==> config.mk <==
export PLATFORM = sky130hd
export DESIGN_NAME = clk_div_ctrl
export DESIGN_NICKNAME = d
export VERILOG_FILES = /design/src/rtl/clk_div_pkg.sv /design/src/rtl/clk_div_core.sv /design/src/rtl/clk_div_ctrl.sv
export SDC_FILE = /design/constraint.sdc
export NUM_CORES = 1
export LEC_CHECK = 0
export BUFFER_PORTS_ARGS = -buffer_cell sky130_fd_sc_hd__buf_2
export CORE_ASPECT_RATIO = 1.4
export CORE_UTILIZATION = 50
export DETAILED_ROUTE_END_ITERATION = 8
export MAX_ROUTING_LAYER = met4
export PLACE_DENSITY = 0.71
export SETUP_SLACK_MARGIN = 0.5
export SYNTH_ARGS = -nofsm -noshare
export SYNTH_HDL_FRONTEND = slang
export SYNTH_SLANG_ARGS = --single-unit
==> constraint.sdc <==
create_clock -name clk -period 4.7 [get_ports clk]
set_input_delay 1.41 -clock clk [delete_from_list [all_inputs] [get_ports clk]]
set_output_delay 1.41 -clock clk [all_outputs]
set_load 0.005 [all_outputs]
==> src/rtl/clk_div_pkg.sv <==
// Shared types and constants for the programmable clock divider controller.
package clk_div_pkg;

    // Default width of the half-period counter.
    localparam int CLK_DIV_WIDTH = 8;

    // Controller state encoding.
    typedef enum logic [1:0] {
        IDLE     = 2'd0,
        RUN      = 2'd1,
        STOPPING = 2'd2
    } clk_div_state_e;

endpackage

==> src/rtl/clk_div_core.sv <==
// Phase counter and output toggle for the clock divider.
// Counts 0..cur_div-1 within each half period; at the last count the output
// toggles. A load strobe replaces the divisor at the edge it is asserted on,
// and clear forces the output low with the counter at zero.
module clk_div_core
    import clk_div_pkg::*;
#(
    parameter int WIDTH       = CLK_DIV_WIDTH,
    parameter int DEFAULT_DIV = 1
) (
    input  logic             clk,
    input  logic             rst,
    input  logic             run_i,
    input  logic             clear_i,
    input  logic             load_i,
    input  logic [WIDTH-1:0] load_div_i,
    output logic             clk_out_o,
    output logic             tick_o,
    output logic             rise_bnd_o,
    output logic             fall_bnd_o,
    output logic [WIDTH-1:0] cur_div_o
);

    logic [WIDTH-1:0] count_q;
    logic [WIDTH-1:0] cur_div_q;
    logic             clk_out_q;
    logic             tick_q;
    logic             phase_end;

    // Boundaries are reported unqualified; the controller decides when they count.
    assign phase_end  = (count_q == (cur_div_q - 1'b1));
    assign rise_bnd_o = phase_end && !clk_out_q;
    assign fall_bnd_o = phase_end &&  clk_out_q;

    assign clk_out_o = clk_out_q;
    assign tick_o    = tick_q;
    assign cur_div_o = cur_div_q;

    // Half-period counting, output toggle, tick generation and divisor load.
    always_ff @(posedge clk or posedge rst) begin
        if (rst) begin
            count_q   <= '0;
            clk_out_q <= 1'b0;
            tick_q    <= 1'b0;
            cur_div_q <= WIDTH'(DEFAULT_DIV);
        end else begin
            if (clear_i) begin
                count_q   <= '0;
                clk_out_q <= 1'b0;
            end else if (run_i) begin
                if (phase_end) begin
                    count_q   <= '0;
                    clk_out_q <= !clk_out_q;
                end else begin
                    count_q <= count_q + 1'b1;
                end
            end
            tick_q <= run_i && !clear_i && rise_bnd_o;
            if (load_i) begin
                cur_div_q <= load_div_i;
            end
        end
    end

endmodule

==> src/rtl/clk_div_ctrl.sv <==
// Runtime-programmable clock divider controller with glitch-free reconfiguration.
// Config requests are buffered in a one-deep pending register and applied only
// at phase boundaries so the divided clock never carries a runt pulse.
// Optional: define CLK_DIV_CTRL_EDGE_CNT_EN to add the saturating edge_cnt output.
module clk_div_ctrl
    import clk_div_pkg::*;
#(
    parameter int WIDTH         = CLK_DIV_WIDTH,
    parameter int DEFAULT_DIV   = 1,
    parameter bit START_ENABLED = 1'b0
) (
    input  logic             clk,
    input  logic             rst,
    input  logic             cfg_valid,
    output logic             cfg_ready,
    input  logic             cfg_en,
    input  logic [WIDTH-1:0] cfg_div,
    output logic             cfg_err,
`ifdef CLK_DIV_CTRL_EDGE_CNT_EN
    output logic [15:0]      edge_cnt,
`endif
    output logic             clk_out,
    output logic             tick,
    output logic             busy,
    output logic [WIDTH-1:0] cur_div
);

    clk_div_state_e   state_q;
    logic             pend_vld_q;
    logic             pend_en_q;
    logic [WIDTH-1:0] pend_div_q;
    logic             cfg_err_q;

    logic             core_run;
    logic             core_clear;
    logic             core_load;
    logic             rise_bnd;
    logic             fall_bnd;
    logic             accept;

    assign accept    = cfg_valid && !pend_vld_q;
    assign cfg_ready = !pend_vld_q;
    assign cfg_err   = cfg_err_q;
    assign busy      = (state_q != IDLE);

    clk_div_core #(
        .WIDTH       (WIDTH),
        .DEFAULT_DIV (DEFAULT_DIV)
    ) u_core (
        .clk        (clk),
        .rst        (rst),
        .run_i      (core_run),
        .clear_i    (core_clear),
        .load_i     (core_load),
        .load_div_i (pend_div_q),
        .clk_out_o  (clk_out),
        .tick_o     (tick),
        .rise_bnd_o (rise_bnd),
        .fall_bnd_o (fall_bnd),
        .cur_div_o  (cur_div)
    );

    // Core strobes: hold low in IDLE, count in RUN, finish the phase in STOPPING.
    always_comb begin
        core_run   = 1'b0;
        core_clear = 1'b0;
        core_load  = 1'b0;
        case (state_q)
            IDLE: begin
                core_clear = 1'b1;
                core_load  = pend_vld_q;
            end
            RUN: begin
                core_run  = 1'b1;
                core_load = pend_vld_q && pend_en_q && rise_bnd;
            end
            STOPPING: begin
                if (!clk_out || fall_bnd) begin
                    core_clear = 1'b1;
                end else begin
                    core_run = 1'b1;
                end
            end
            default: core_clear = 1'b1;
        endcase
    end

    // FSM, pending request register and error pulse.
    always_ff @(posedge clk or posedge rst) begin
        if (rst) begin
            state_q    <= START_ENABLED ? RUN : IDLE;
            pend_vld_q <= 1'b0;
            pend_en_q  <= 1'b0;
            pend_div_q <= '0;
            cfg_err_q  <= 1'b0;
        end else begin
            cfg_err_q <= accept && (cfg_div == '0);
            case (state_q)
                IDLE: begin
                    if (pend_vld_q) begin
                        pend_vld_q <= 1'b0;
                        if (pend_en_q) begin
                            state_q <= RUN;
                        end
                    end
                end
                RUN: begin
                    if (pend_vld_q) begin
                        if (!pend_en_q) begin
                            state_q <= STOPPING;
                        end else if (rise_bnd) begin
                            pend_vld_q <= 1'b0;
                        end
                    end
                end
                STOPPING: begin
                    // A high phase always runs to its falling boundary.
                    if (!clk_out || fall_bnd) begin
                        state_q    <= IDLE;
                        pend_vld_q <= 1'b0;
                    end
                end
                default: state_q <= IDLE;
            endcase
            // Only reachable while nothing is pending, so it never overwrites.
            if (accept && (cfg_div != '0)) begin
                pend_vld_q <= 1'b1;
                pend_en_q  <= cfg_en;
                pend_div_q <= cfg_div;
            end
        end
    end

`ifdef CLK_DIV_CTRL_EDGE_CNT_EN
    logic [15:0] edge_cnt_q;

    assign edge_cnt = edge_cnt_q;

    // Saturating count of rising edges, restarted whenever RUN is entered from IDLE.
    always_ff @(posedge clk or posedge rst) begin
        if (rst) begin
            edge_cnt_q <= '0;
        end else if (state_q == IDLE && pend_vld_q && pend_en_q) begin
            edge_cnt_q <= '0;
        end else if (tick && (edge_cnt_q != 16'hFFFF)) begin
            edge_cnt_q <= edge_cnt_q + 16'd1;
        end
    end
`endif

endmodule

; ---- After elaboration in Yosys (flattened, before gate mapping)
; Cells that the tools add are included.
[classes]
add_sub_neg = 2
n_eq_ne = 9
n_mux = 23
n_reduce_logical = 23
[ops]
columns = cell, count
row1 = 8-bit two-way mux, 3
row2 = 1-bit two-way mux, 10
row3 = 2-bit two-way mux, 5
row4 = "2-bit inequality test, second input constant", 5
row5 = 1-bit logical AND, 9
row6 = "8-bit by 1-bit adder with 8-bit output, second input constant", 1
row7 = 8-bit equality test, 1
row8 = 8-bit logical NOT, 1
row9 = 8-bit nonzero test, 1
row10 = "8-bit by 1-bit subtractor with 8-bit output, second input constant", 1
row11 = 1-bit case mux with 2 select lines, 3
row12 = 2-bit case mux with 3 select lines, 1
row13 = 2-bit nonzero test, 3
row14 = 5-bit AND reduction, 1
row15 = 2-bit AND reduction, 2
row16 = 4-bit nonzero test, 1
row17 = 1-bit logical NOT, 3
row18 = "3-bit inequality test, second input constant", 1
row19 = 1-bit case mux with 3 select lines, 1
row20 = "2-bit by 1-bit equality test with 1-bit output, second input constant", 1
row21 = "2-bit equality test, second input constant", 1
row22 = 2-bit logical NOT, 1
row23 = 1-bit logical OR, 1
[totals]
regBits = 31
input_bits = 12
out_inout_bits = 13

; ---- Depth between registers and ports, before layout
; Gate-level depths: netlist (run 1).
[depth]
word_depth = 9
depth_mapped = 9
depth_no_buf = 9

; ---- Cells and area by module
; From an unflattened synthesis (run 1), not the netlist that was laid out.
[hier_totals]
cells_unflattened = 153
hier_area_um2 = 1760.4
[modules_own_cells]
columns = mod, instances, cells_each, area_each_um2, seq_area_each_um2
row1 = clk_div_core, 1, 99, 1041.0, 451.7
row2 = clk_div_ctrl, 1, 54, 719.4, 325.3

; ---- Least setup slack after synthesis (run 1)
; Ideal clock, no wire load.
[synth_timing]
path_kind = reg-to-reg
start = register u_core.cur_div_q[0] (netlist: u_core.cur_div_o[0])
end = register u_core.cur_div_q[1] (netlist: u_core.cur_div_o[1])
t_arrival_ns = 2.474
t_required_ns = 4.575
slack_ns = 2.101
stages_incl_launch_ff = 9
synth_period_minus_slack_ns = 2.599
path_cell_list = dfstp_2 inv_1 ha_1 xnor2_1 a211o_1 a2111oi_4 nand3b_4 o22ai_4 mux2_2
[synth_via]
elab_chain_cells = 5
[synth_lines]
columns = element, line_no
row1 = start: declaration, clk_div_core.sv:25  ; logic [WIDTH-1:0] cur_div_q;
row2 = start signal: assignment, clk_div_core.sv:45  ; cur_div_q <= WIDTH'(DEFAULT_DIV);
row3 = start signal: assignment, clk_div_core.sv:60  ; cur_div_q <= load_div_i;
row4 = 8-bit by 1-bit subtractor with 8-bit output, clk_div_core.sv:31  ; assign phase_end = (count_q == (cur_div_q - 1'b1));
row5 = 8-bit equality test, clk_div_core.sv:31
row6 = 1-bit logical AND, clk_div_core.sv:32  ; assign rise_bnd_o = phase_end && !clk_out_q;
row7 = 1-bit logical AND, clk_div_ctrl.sv:75  ; core_load = pend_vld_q && pend_en_q && rise_bnd;
row8 = 1-bit case mux with 2 select lines, clk_div_ctrl.sv:68  ; case (state_q)
; Every way passes these cells.
; A chain may end at the register's enable or synchronous reset.

; ---- Final worst setup path (run 1)
[layout_timing]
start = register u_core.cur_div_q[0] (netlist: u_core.cur_div_o[0])
end = register u_core.cur_div_q[5] (netlist: u_core.cur_div_o[5])
; Same word-level chain as after synthesis.

==> metrics.cfg, run 1 <==
[yosys]
yosysWarningCount = 0
synth.yosys.seq_area_share_pct = 43.0
mappedNetlistNets = 185
async_flop_share_pct = 100
synth_cells = 167
synth_seq_cells = 31
synth_edf_count = 0
avgSynthCellArea_um2 = 10.8
ys.flop_type = dfrtp_1
synthesis.area_mm2 = 0.00181
ys_types = 48

[power]
intPower_uw = 786
switching_share_pct = 37.1
clkPwrFrac_pct = 19.9
comb_power_share_pct = 43.2
ir_drop_v = 0.000352
p_per_area_mw_per_mm2 = 608
p_leak_nw = 0.896
p_sw_uw = 463
seqPwrFrac_pct = 36.9

[layout]
syn_to_final_growth_pct = 13.6
drive_gt1_share_pct = 27.8
finalNetCount = 211
fill_cells = 300
area.sequential_um2 = 777
final_cells = 234
multi_input_area_um2 = 966
diodes = 0

[die]
start_util_pct = 53.0
core_mm2 = 0.00341
num_rows = 25
dieArea_mm2 = 0.00386
chipWidth_um = 52.8
ios = 25
dieHeight_um = 73.1

[min_path]
min_from = pend_div_q[7]$_DFFE_PP0P_
hold_path_class = reg -> reg

[clock_tree]
cts_tree = built
post_cts_buffers = 0
clockBufferDepth = 2
htree_levels = 2
cts_root_buf = clkbuf_8
worstSkewPairLatency_ps = 280
path_clk_slew_ps = 60
cts_resized = 0
clkSinkCount = 31
cts-buffers-inserted = 5
hold_buffers = 0

[timing]
finalCritPeriodShare_pct = 61.4
setup_viol = 0
rsz0062_at_grt = false
worst_slack_ps = 1810
slew_headroom_pct = 24.5
fin_setup_tns_ps = 0
slew_violations = 0
fmax_ghz = 0.346
tightest_slew_ps = 1130
clock_skew_ps = 7.80
finalHoldViolCount = 0
fin_crit_ps = 2890

[status]
outcome = finished clean

[global_routing]
grt_start_max_net_pins = 32
grt_usage_pct = 23.4
grt_pass1_wl_um = 6300
antenna_found_initial = 0
grt.overflow.total = 0
grt_pass1_vias = 1343

[setup_path]
path_max_fanout = 13
path_class = reg -> reg
r2r-start = u_core.cur_div_o[0]$_DFFE_PP1P_
arrival_ps = 3050
required_ps = 4860
worstSetupStartpointType = register
end_kind = register
crit_start = u_core.cur_div_o[0]$_DFFE_PP1P_

[place]
dp_cells = 226
io_buffers = 24
place_hpwl_um = 2780
pre_cts_ws_ps = 1800
finalWeightedCongestion = 0.900

[drt]
drtPass1Iterations = 4
vias_per_cell = 5.69
wl_per_cell_um = 15.1
antenna_left = 0
drt_first_iter_violations = 43
routed_wl_um = 3540
drc = 0
dr_total_vias = 1331

[run]
max_cap_viol_count = 0

-- cell type report --
class                   count  area share, %
multi-input cells         122           47.0
flip-flops and latches     31           37.8
repair buffers             24           5.85
clock buffers               7           3.72
well taps                  40           2.44
inverters                   9           1.65
clock inverters             1           1.46
-- power by group through the flow --
stage / Combinational, mW / Sequential, mW / Clock (mW)
global placement: 0.520 / 0.458 / 0
floorplan: 0.424 / 0.437 / 0
global route: 0.599 / 0.479 / 0.267
CTS: 0.545 / 0.461 / 0.256
detailed placement: 0.543 / 0.467 / 0
finish: 0.539 / 0.461 / 0.249
-- placed cells by master (no fill, tap or decap), types with 2 or more instances in the layout --
cell type / instances
nor3_1: 2
dfrtp_1: 30
nand3_1: 3
a211o_1: 2
nand2_1: 11
o21ai_0: 5
and3_1: 3
ha_1: 6
clkbuf_1: 2
o211ai_1: 2
buf_2: 24
xnor2_1: 11
xor2_1: 4
mux2_2: 15
nor2b_1: 3
a22o_1: 2
nand2b_1: 3
clkbuf_8: 5
a21oi_1: 3
nor2_1: 11
nand4_1: 5
inv_1: 9
nand4b_1: 2
or2_1: 2
and2_1: 3
nor4_1: 3
-- path summary, 6_finish.rpt --
check                                                  end  slack, ps  cells after the start
min                              pend_div_q[7]$_DFFE_PP0P_        520                      1
min reg2reg                      pend_div_q[7]$_DFFE_PP0P_        520                      1
max                        u_core.cur_div_o[5]$_DFFE_PP0P_       1810                      8
min in group asynchronous     u_core.clk_out_o$_DFFE_PP0P_       1410                      2
max in group asynchronous  u_core.cur_div_o[4]$_DFFE_PP0P_       2600                      2
max reg2reg                u_core.cur_div_o[5]$_DFFE_PP0P_       1810                      8
-- per-layer routing --
layer	GRT usage [%]	part of all wire, %	vias up	wire length, µm
met5	-	0	-	0
met4	12.0	3.2	0	112
met3	4.58	3.8	9	136
met2	37.7	52	32	1860
met1	27.0	40	639	1430
li1	-	-	651	-
-- sequential cells by signal (all words and copies together), names as in the netlist --
register and count:
cfg_err 1, u_core.cur_div_o 8, u_core.clk_out_o 1, pend_vld_q 1
u_core.tick_o 1, pend_en_q 1, pend_div_q 8, state_q 2
u_core.count_q 8
-- cells in the mapped netlist (2+ instances only) --
library cell / instances / area share [%]
ha_1: 6 / 4.2
dfrtp_1: 30 / 42
and3_1: 3 / 1.0
o21ai_0: 5 / 1.4
nor2_1: 11 / 2.3
nand2b_1: 3 / 1.0
xor2_1: 4 / 1.9
a22o_1: 2 / 0.97
nor4_1: 3 / 1.0
or2_1: 2 / 0.69
a21oi_1: 3 / 0.83
clkbuf_1: 3 / 0.62
o211ai_1: 2 / 0.83
nand2_1: 11 / 2.3
nand4_1: 5 / 1.7
nand4b_1: 2 / 0.97
nor2b_1: 3 / 1.0
xnor2_1: 11 / 5.3
nor3_1: 2 / 0.55
nand3_1: 3 / 0.83
mux2_2: 15 / 9.3
a211o_1: 2 / 0.97
inv_1: 9 / 1.9
and2_1: 3 / 1.0
-- logic make-up (layout without fill, tap and decap cells) --
| kind of cell | Yosys count | after routing | share of synthesized area, % |
|---|---|---|---|
| adders and majority gates | 6 | 6 | 4.16 |
| muxes | 15 | 15 | 9.35 |
| and+or+nand+nor | 57 | 57 | 17.9 |
| buffers and inverters | 14 | 41 | 3.53 |
| xor gates and xnor gates | 15 | 15 | 7.27 |
| DFF | 31 | 31 | 43.0 |
| AOI/OAI and AO/OA | 29 | 29 | 14.8 |
-- metrics by stage --
stage,utilization (%),power [mW],hold WS [ps],cell area [µm²]
3_5_place_dp,57.1,1.01,504,1950
5_1_grt,60.2,1.34,544,2050
3_3_place_gp,57.1,0.978,491,1950
4_1_cts,60.2,1.26,519,2050
6_report,60.2,1.25,517,2050
2_1_floorplan,-,0.861,461,1810
-- critical path, stage by stage (launching register included) --
cell and delay [ps]:
dfstp_2 590, inv_1 60, ha_1 240, xnor2_1 170
a211o_1 340, a2111oi_4 420, nand3b_4 250, o22ai_4 320
mux2_2 390
Note: power is estimated with default switching activity, not from simulation.
==> run 2, diff against run 1 <==
--- a/config.mk
+++ b/config.mk
@@ -10,7 +10,7 @@
 export CORE_UTILIZATION = 50
 export DETAILED_ROUTE_END_ITERATION = 8
 export MAX_ROUTING_LAYER = met4
-export PLACE_DENSITY = 0.71
+export PLACE_DENSITY = 0.74
 export SETUP_SLACK_MARGIN = 0.5
 export SYNTH_ARGS = -nofsm -noshare
 export SYNTH_HDL_FRONTEND = slang
==> constraint.sdc (replaced) <==
create_clock -name clk -period 2.4 [get_ports clk]
set_input_delay 0.72 -clock clk [delete_from_list [all_inputs] [get_ports clk]]
set_output_delay 0.72 -clock clk [all_outputs]
set_load 0.005 [all_outputs]
==> run 2 against run 1 <==
  * Register-to-register slack worse by 1800 ps
  * Maximum frequency rose by 21%
  * Core utilization rose by 6.6 points
  * Critical path depth rose by 1
  * Clock skew is 2.4 ps higher
  * Combinational power grew to 2.7 times the previous value
  * Sequential share of layout area fell by 3.7 points
  * Flip-flop and latch count unchanged
  * Total power is 130% higher
==> metrics.cfg, run 2 (synthesized netlist as in run 1, its figures left out) <==
[global_routing]
grt_usage_pct = 24.0
use_met1_pct = 26.1
grt_start_max_net_pins = 32
antenna_found_initial = 0
grt_pass1_vias = 1448
met2_usage_pct = 39.0
grt_pass1_wl_um = 6380
busiest_layer = met2
grt.overflow.total = 0
gr-usage-met3_pct = 4.58

[place]
dpl_cell_area_mm2 = 0.00209
place_hpwl_um = 2820
io_buffers = 24
finalWeightedCongestion = 0.932

[drt]
routed_wl_um = 3940
drt_first_iter_violations = 28
wl_per_cell_um = 16.0
drc = 0
antenna_left = 0
vias_per_cell = 5.73
drtPass1Iterations = 4
dr_total_vias = 1409

[die]
dieHeight_um = 73.1
core_mm2 = 0.00341
start_util_pct = 53.0
num_rows = 25
chipWidth_um = 52.8
ios = 25
dieArea_mm2 = 0.00386

[layout]
finalNetCount = 223
multi_input_area_mm2 = 0.00106
layout_commonest_cell = dfrtp_1
area.sequential_um2 = 777
diodes = 0
drive_gt1_share_pct = 37.4
syn_to_final_growth_pct = 26.1
fin_area_mm2 = 0.00228
final_cell_mix = dfrtp_1 (30), buf_2 (23), nand2_1 (11), nor2_1 (11)
fill_cells = 257

[setup_path]
crit_start = u_core.cur_div_o[0]$_DFFE_PP1P_
end_kind = register
path_max_fanout = 8
rr_worst_depth = 9
r2r-start = u_core.cur_div_o[0]$_DFFE_PP1P_
endpoint = u_core.cur_div_o[2]$_DFFE_PP0P_
required_ps = 2570
r2r_end = u_core.cur_div_o[2]$_DFFE_PP0P_
arrival_ps = 2560
worstSetupStartpointType = register
path_class = reg -> reg
ff2ff_setup_slack_ps = 20

[power]
clkPwrFrac_pct = 18.6
seqPwrFrac_pct = 30.3
switching_share_pct = 36.0
power_mw = 2.87
intPower_mw = 1.84
comb_power_share_pct = 51.2
ir_drop_v = 0.000843
p_sw_mw = 1.03
p_per_area_mw_per_mm2 = 1260
p_leak_nw = 1.01

[timing]
slew_headroom_pct = 68.3
finalCritPeriodShare_pct = 99.3
fmax_ghz = 0.419
finalHoldViolCount = 0
rsz0062_at_grt = true
clock_skew_ps = 10.2
fin_crit_ps = 2380
slew_violations = 0
setup_viol = 0
fin_setup_tns_ps = 0
tightest_slew_ps = 471

[min_path]
hold_path_class = in -> async

[clock_tree]
worstSkewPairLatency_ps = 290
clkSinkCount = 31
htree_levels = 2
cts_tree = built
path_clk_slew_ps = 70
hold_buffers = 0
clockBufferDepth = 2
cts-buffers-inserted = 5
cts_root_buf = clkbuf_8

[status]
outcome = finished clean

[run]
max_cap_viol_count = 0

## run 2: cell count changes in the layout (fill, tap and decap cells not counted), moves of 3 or more
cell / previous run / this run
buf_4: 0 / 10
mux2_2: 15 / 6
mux2_4: 0 / 9
o21ai_0: 5 / 1
o21ai_1: 0 / 4
inv_1: 9 / 6
## run 2: layer usage
metal	vias up	part of all wire, %
met5	-	0
met4	0	2.6
met3	8	3.0
met2	31	53
met1	696	42
li1	674	-
## run 2: stage by stage
step | setup slack, ps | hold slack, ps | std cells | utilization, %
after floorplan | -36.8 | 466 | 167 | -
after CTS | 8.46 | 506 | 244 | 65.7
final | 16.2 | 503 | 246 | 66.8
after detailed placement | -4.70 | 488 | 235 | 61.3
after global placement | 48.4 | 490 | 235 | 61.3
after global routing | -81.0 | 520 | 246 | 66.8
## run 2: layout make-up
type / count / share of cell area, %
Multi-Input combinational cell: 122 / 46.7
Clock buffer: 6 / 3.62
Timing Repair Buffer: 36 / 10.2
Inverter: 9 / 1.59
Sequential cell: 31 / 34.1
Clock inverter: 2 / 1.54
Tap cell: 40 / 2.20
## run 2: power by group through the flow
stage / Combinational [mW] / Clock [mW] / Sequential (mW)
final: 1.47 / 0.533 / 0.870
after global routing: 1.59 / 0.566 / 0.892
after detailed placement: 1.34 / 0 / 0.877
after global placement: 1.29 / 0 / 0.867
after floorplan: 0.946 / 0 / 0.864
after CTS: 1.41 / 0.542 / 0.866
## run 2: worst min path at each step
stage	end	startpoint	cells after the start
2_1_floorplan	pend_div_q[0]$_DFFE_PP0P_	pend_div_q[0]$_DFFE_PP0P_	1
3_3_place_gp	pend_div_q[1]$_DFFE_PP0P_	pend_div_q[1]$_DFFE_PP0P_	1
3_5_place_dp	pend_div_q[0]$_DFFE_PP0P_	pend_div_q[0]$_DFFE_PP0P_	1
4_1_cts	pend_div_q[1]$_DFFE_PP0P_	pend_div_q[1]$_DFFE_PP0P_	1
5_1_grt	pend_div_q[0]$_DFFE_PP0P_	pend_div_q[0]$_DFFE_PP0P_	1
6_report	u_core.cur_div_o[7]$_DFFE_PP0P_	rst	3
## run 2: timing repair
item	CTS	global route
cloned	0	0
pin swaps	0	6
setup buffers	1	2
gates resized for setup	7	5
setup endpoints to repair	22	22
## run 2: worst max-delay path, stage by stage (launching register included)
cell and delay [ps]:
dfstp_2 540, inv_2 40, ha_4 180, xnor2_4 130
a211o_1 330, a2111oi_4 280, nand3b_4 170, o22ai_4 150
buf_12 160, mux2_4 300
==> run 3, diff against run 2 <==
--- a/config.mk
+++ b/config.mk
@@ -11,7 +11,8 @@
 export DETAILED_ROUTE_END_ITERATION = 8
 export MAX_ROUTING_LAYER = met4
 export PLACE_DENSITY = 0.74
-export SETUP_SLACK_MARGIN = 0.5
+export SETUP_SLACK_MARGIN = 0.02
 export SYNTH_ARGS = -nofsm -noshare
 export SYNTH_HDL_FRONTEND = slang
+export SYNTH_HIERARCHICAL = 1
 export SYNTH_SLANG_ARGS = --single-unit
==> run 3 against run 2 <==
  * Worst hold slack worse by 19 ps
  * Core utilization grew 9.8 points
  * Critical endpoint is now u_core/count_q[7]$_DFFE_PP0P_
  * Critical path type unchanged
  * Clock skew down 3.2 ps
  * Synthesized cell count shrank 8.4%
  * Final cell count up 6.9%
  * The run now ends with negative setup slack left
  * Die area is 2.5% lower
  * Sequential share of layout area is 4.1 points lower
  * Sequential power down 1%
  * Flip-flop and latch count stayed put
  * Via count up 9.3%
  * Final area is 14% higher
  * Register-to-register slack got worse by 940 ps
==> metrics.cfg, run 3 <==
[place]
finalWeightedCongestion = 0.836
place_hpwl_um = 3010
dp_cells = 247
io_buffers = 24

[status]
violations = negative setup slack
outcome = finished with violations

[global_routing]
grt.overflow.total = 0
grt_start_max_net_pins = 19
grt_pass1_wl_um = 7410
grt_pass1_vias = 1529
antenna_found_initial = 0
grt_usage_pct = 28.7

[drt]
routed_wl_um = 5220
dr_total_vias = 1540
antenna_left = 0
wl_per_cell_um = 19.9
drtPass1Iterations = 4
drt_first_iter_violations = 27
vias_per_cell = 5.86
drc = 0

[timing]
fmax_ghz = 0.301
tightest_slew_ps = 694
fin_setup_tns_ps = -14410
fin_crit_ps = 3330
slew_headroom_pct = 53.7
setup_viol = 21
slew_violations = 0
finalHoldViolCount = 0
clock_skew_ps = 6.94
finalCritPeriodShare_pct = 139
worst_slack_ps = -927
rsz0062_at_grt = true

[layout]
finalNetCount = 240
drive_gt1_share_pct = 57.4
final_cell_mix = buf_4 (33), dfrtp_1 (30), buf_2 (24), mux2_4 (16), inv_1 (9)
syn_to_final_growth_pct = 47.0
layout_commonest_cell = buf_4
final_cells = 263
final_core_util_pct = 76.6
diodes = 0

[setup_path]
r2r_end = u_core/count_q[7]$_DFFE_PP0P_
crit_start = u_core/cur_div_o[5]$_DFFE_PP0P_
endpoint = u_core/count_q[7]$_DFFE_PP0P_
path_class = reg -> reg
arrival_ps = 3490
rr_worst_depth = 12
r2r-start = u_core/cur_div_o[5]$_DFFE_PP0P_
ff2ff_setup_slack_ps = -930
worstSetupStartpointType = register
end_kind = register
path_max_fanout = 3
required_ps = 2570

[power]
intPower_mw = 1.95
seqPwrFrac_pct = 27.3
power_mw = 3.15
p_leak_nw = 1.23
ir_drop_v = 0.000907
p_sw_mw = 1.20
comb_power_share_pct = 59.4
clkPwrFrac_pct = 13.3
switching_share_pct = 38.1
p_per_area_mw_per_mm2 = 1220

[clock_tree]
path_clk_slew_ps = 70
hold_buffers = 0
cts_tree = built
worstSkewPairLatency_ps = 280
cts-buffers-inserted = 5
clockBufferDepth = 2
htree_levels = 2
cts_root_buf = clkbuf_8
clkSinkCount = 31

[yosys]
synth_compound_area_share_pct = 12.4
ys.flop_type = dfrtp_1
netlist_top_cells_count = dfrtp_1 (30), inv_1 (11), mux2_4 (9)
synthAdderAreaFrac_pct = 4.26
yosysMostFrequentCell = dfrtp_1
synth_area_leader_cell = dfrtp_1
yosysWarningCount = 6
synth-simple-area-share_pct = 16.8
synth.yosys.seq_area_share_pct = 44.1
synth_seq_cells = 31
yosysTopAreaCellShare_pct = 42.6
mappedNetlistNets = 171
avgSynthCellArea_um2 = 11.5
synth_edf_count = 0
synthXorXnorAreaFrac_pct = 6.97
synth_cells = 153
synthesis.area_mm2 = 0.00176
synth_top_family_by_area = simple AND/OR/NAND/NOR gates
ys_top_cells_by_area = dfrtp_1 (43%), mux2_4 (7.7%), mux2_2 (4.5%)
async_flop_share_pct = 100
synth_mux_area_share_pct = 12.2
ys_types = 42

[min_path]
hold_path_class = in -> async

[die]
core_mm2 = 0.00338
num_rows = 25
ios = 25
dieArea_mm2 = 0.00377
dieHeight_um = 72.2
start_util_pct = 52.1
chipWidth_um = 52.2

[run]
max_cap_viol_count = 0

run 3: what timing repair did:
| action | 4_1_cts | 5_1_grt |
|---|---|---|
| setup endpoints to repair | 21 | 21 |
| buffers inserted | 5 | 3 |
| pin swaps | 12 | 12 |
| gates resized for setup | 29 | 18 |
run 3: worst max-delay path, stage by stage, from the launching register on:
cell	delay (ps)
dfrtp_1	390
or3_4	390
o21a_1	180
or4_4	490
a2111oi_4	380
and2_4	200
and3b_2	230
a21oi_4	180
o2111ai_4	190
nor2_4	160
nand3_2	90
xnor2_1	140
and3_1	190
run 3: cell type report:
cell class / count / area, µm²
multi-input cells: 107 / 1140
inverters: 11 / 41.3
well taps: 40 / 50.0
clock buffers: 7 / 86.3
fillers: 215 / 791
repair buffers: 66 / 485
flip-flops and latches: 31 / 777
clock inverters: 1 / 5.00
run 3: cells by family after synthesis:
kind of cell | after synthesis
fa+ha+maj | 6
xor+xnor | 14
buf+inv | 15
compound gates | 28
flops | 31
simple gates | 43
mux | 16
run 3: power groups by stage:
| stage | combinational (mW) | clock (mW) | sequential (mW) |
|---|---|---|---|
| 6_report | 1.87 | 0.420 | 0.860 |
| 5_1_grt | 1.97 | 0.450 | 0.876 |
| 4_1_cts | 1.70 | 0.421 | 0.848 |
| 3_5_place_dp | 1.47 | 0 | 0.853 |
| 3_3_place_gp | 1.41 | 0 | 0.835 |
| 2_1_floorplan | 0.886 | 0 | 0.860 |
run 3: metal layers:
metal / vias up / track usage [%] / wire length, µm
met1: 774 / 31.6 / 1920
met5: - / - / 0
li1: 682 / - / -
met4: 0 / 14.6 / 288
met2: 60 / 49.1 / 2830
met3: 24 / 4.19 / 186
run 3: worst min path at each step:
| stage | depth (start not counted) | slack (ps) | start | end |
|---|---|---|---|---|
| after global placement | 2 | 480 | pend_div_q[1]$_DFFE_PP0P_ | u_core/cur_div_o[1]$_DFFE_PP0P_ |
| after global routing | 2 | 510 | rst | pend_en_q$_DFFE_PP0P_ |
| final | 2 | 480 | rst | pend_div_q[0]$_DFFE_PP0P_ |
| after CTS | 2 | 480 | rst | pend_en_q$_DFFE_PP0P_ |
| after detailed placement | 2 | 490 | pend_div_q[1]$_DFFE_PP0P_ | u_core/cur_div_o[1]$_DFFE_PP0P_ |
| after floorplan | 2 | 460 | pend_div_q[1]$_DFFE_PP0P_ | u_core/cur_div_o[1]$_DFFE_PP0P_ |
run 3: through the flow:
stage | hold WS, ps | worst slack, ps | instance area, µm²
after global routing | 512 | -1010 | 2590
after global placement | 481 | -813 | 2220
after detailed placement | 492 | -913 | 2220
after floorplan | 459 | -1120 | 1820
final | 485 | -927 | 2590
after CTS | 477 | -783 | 2470
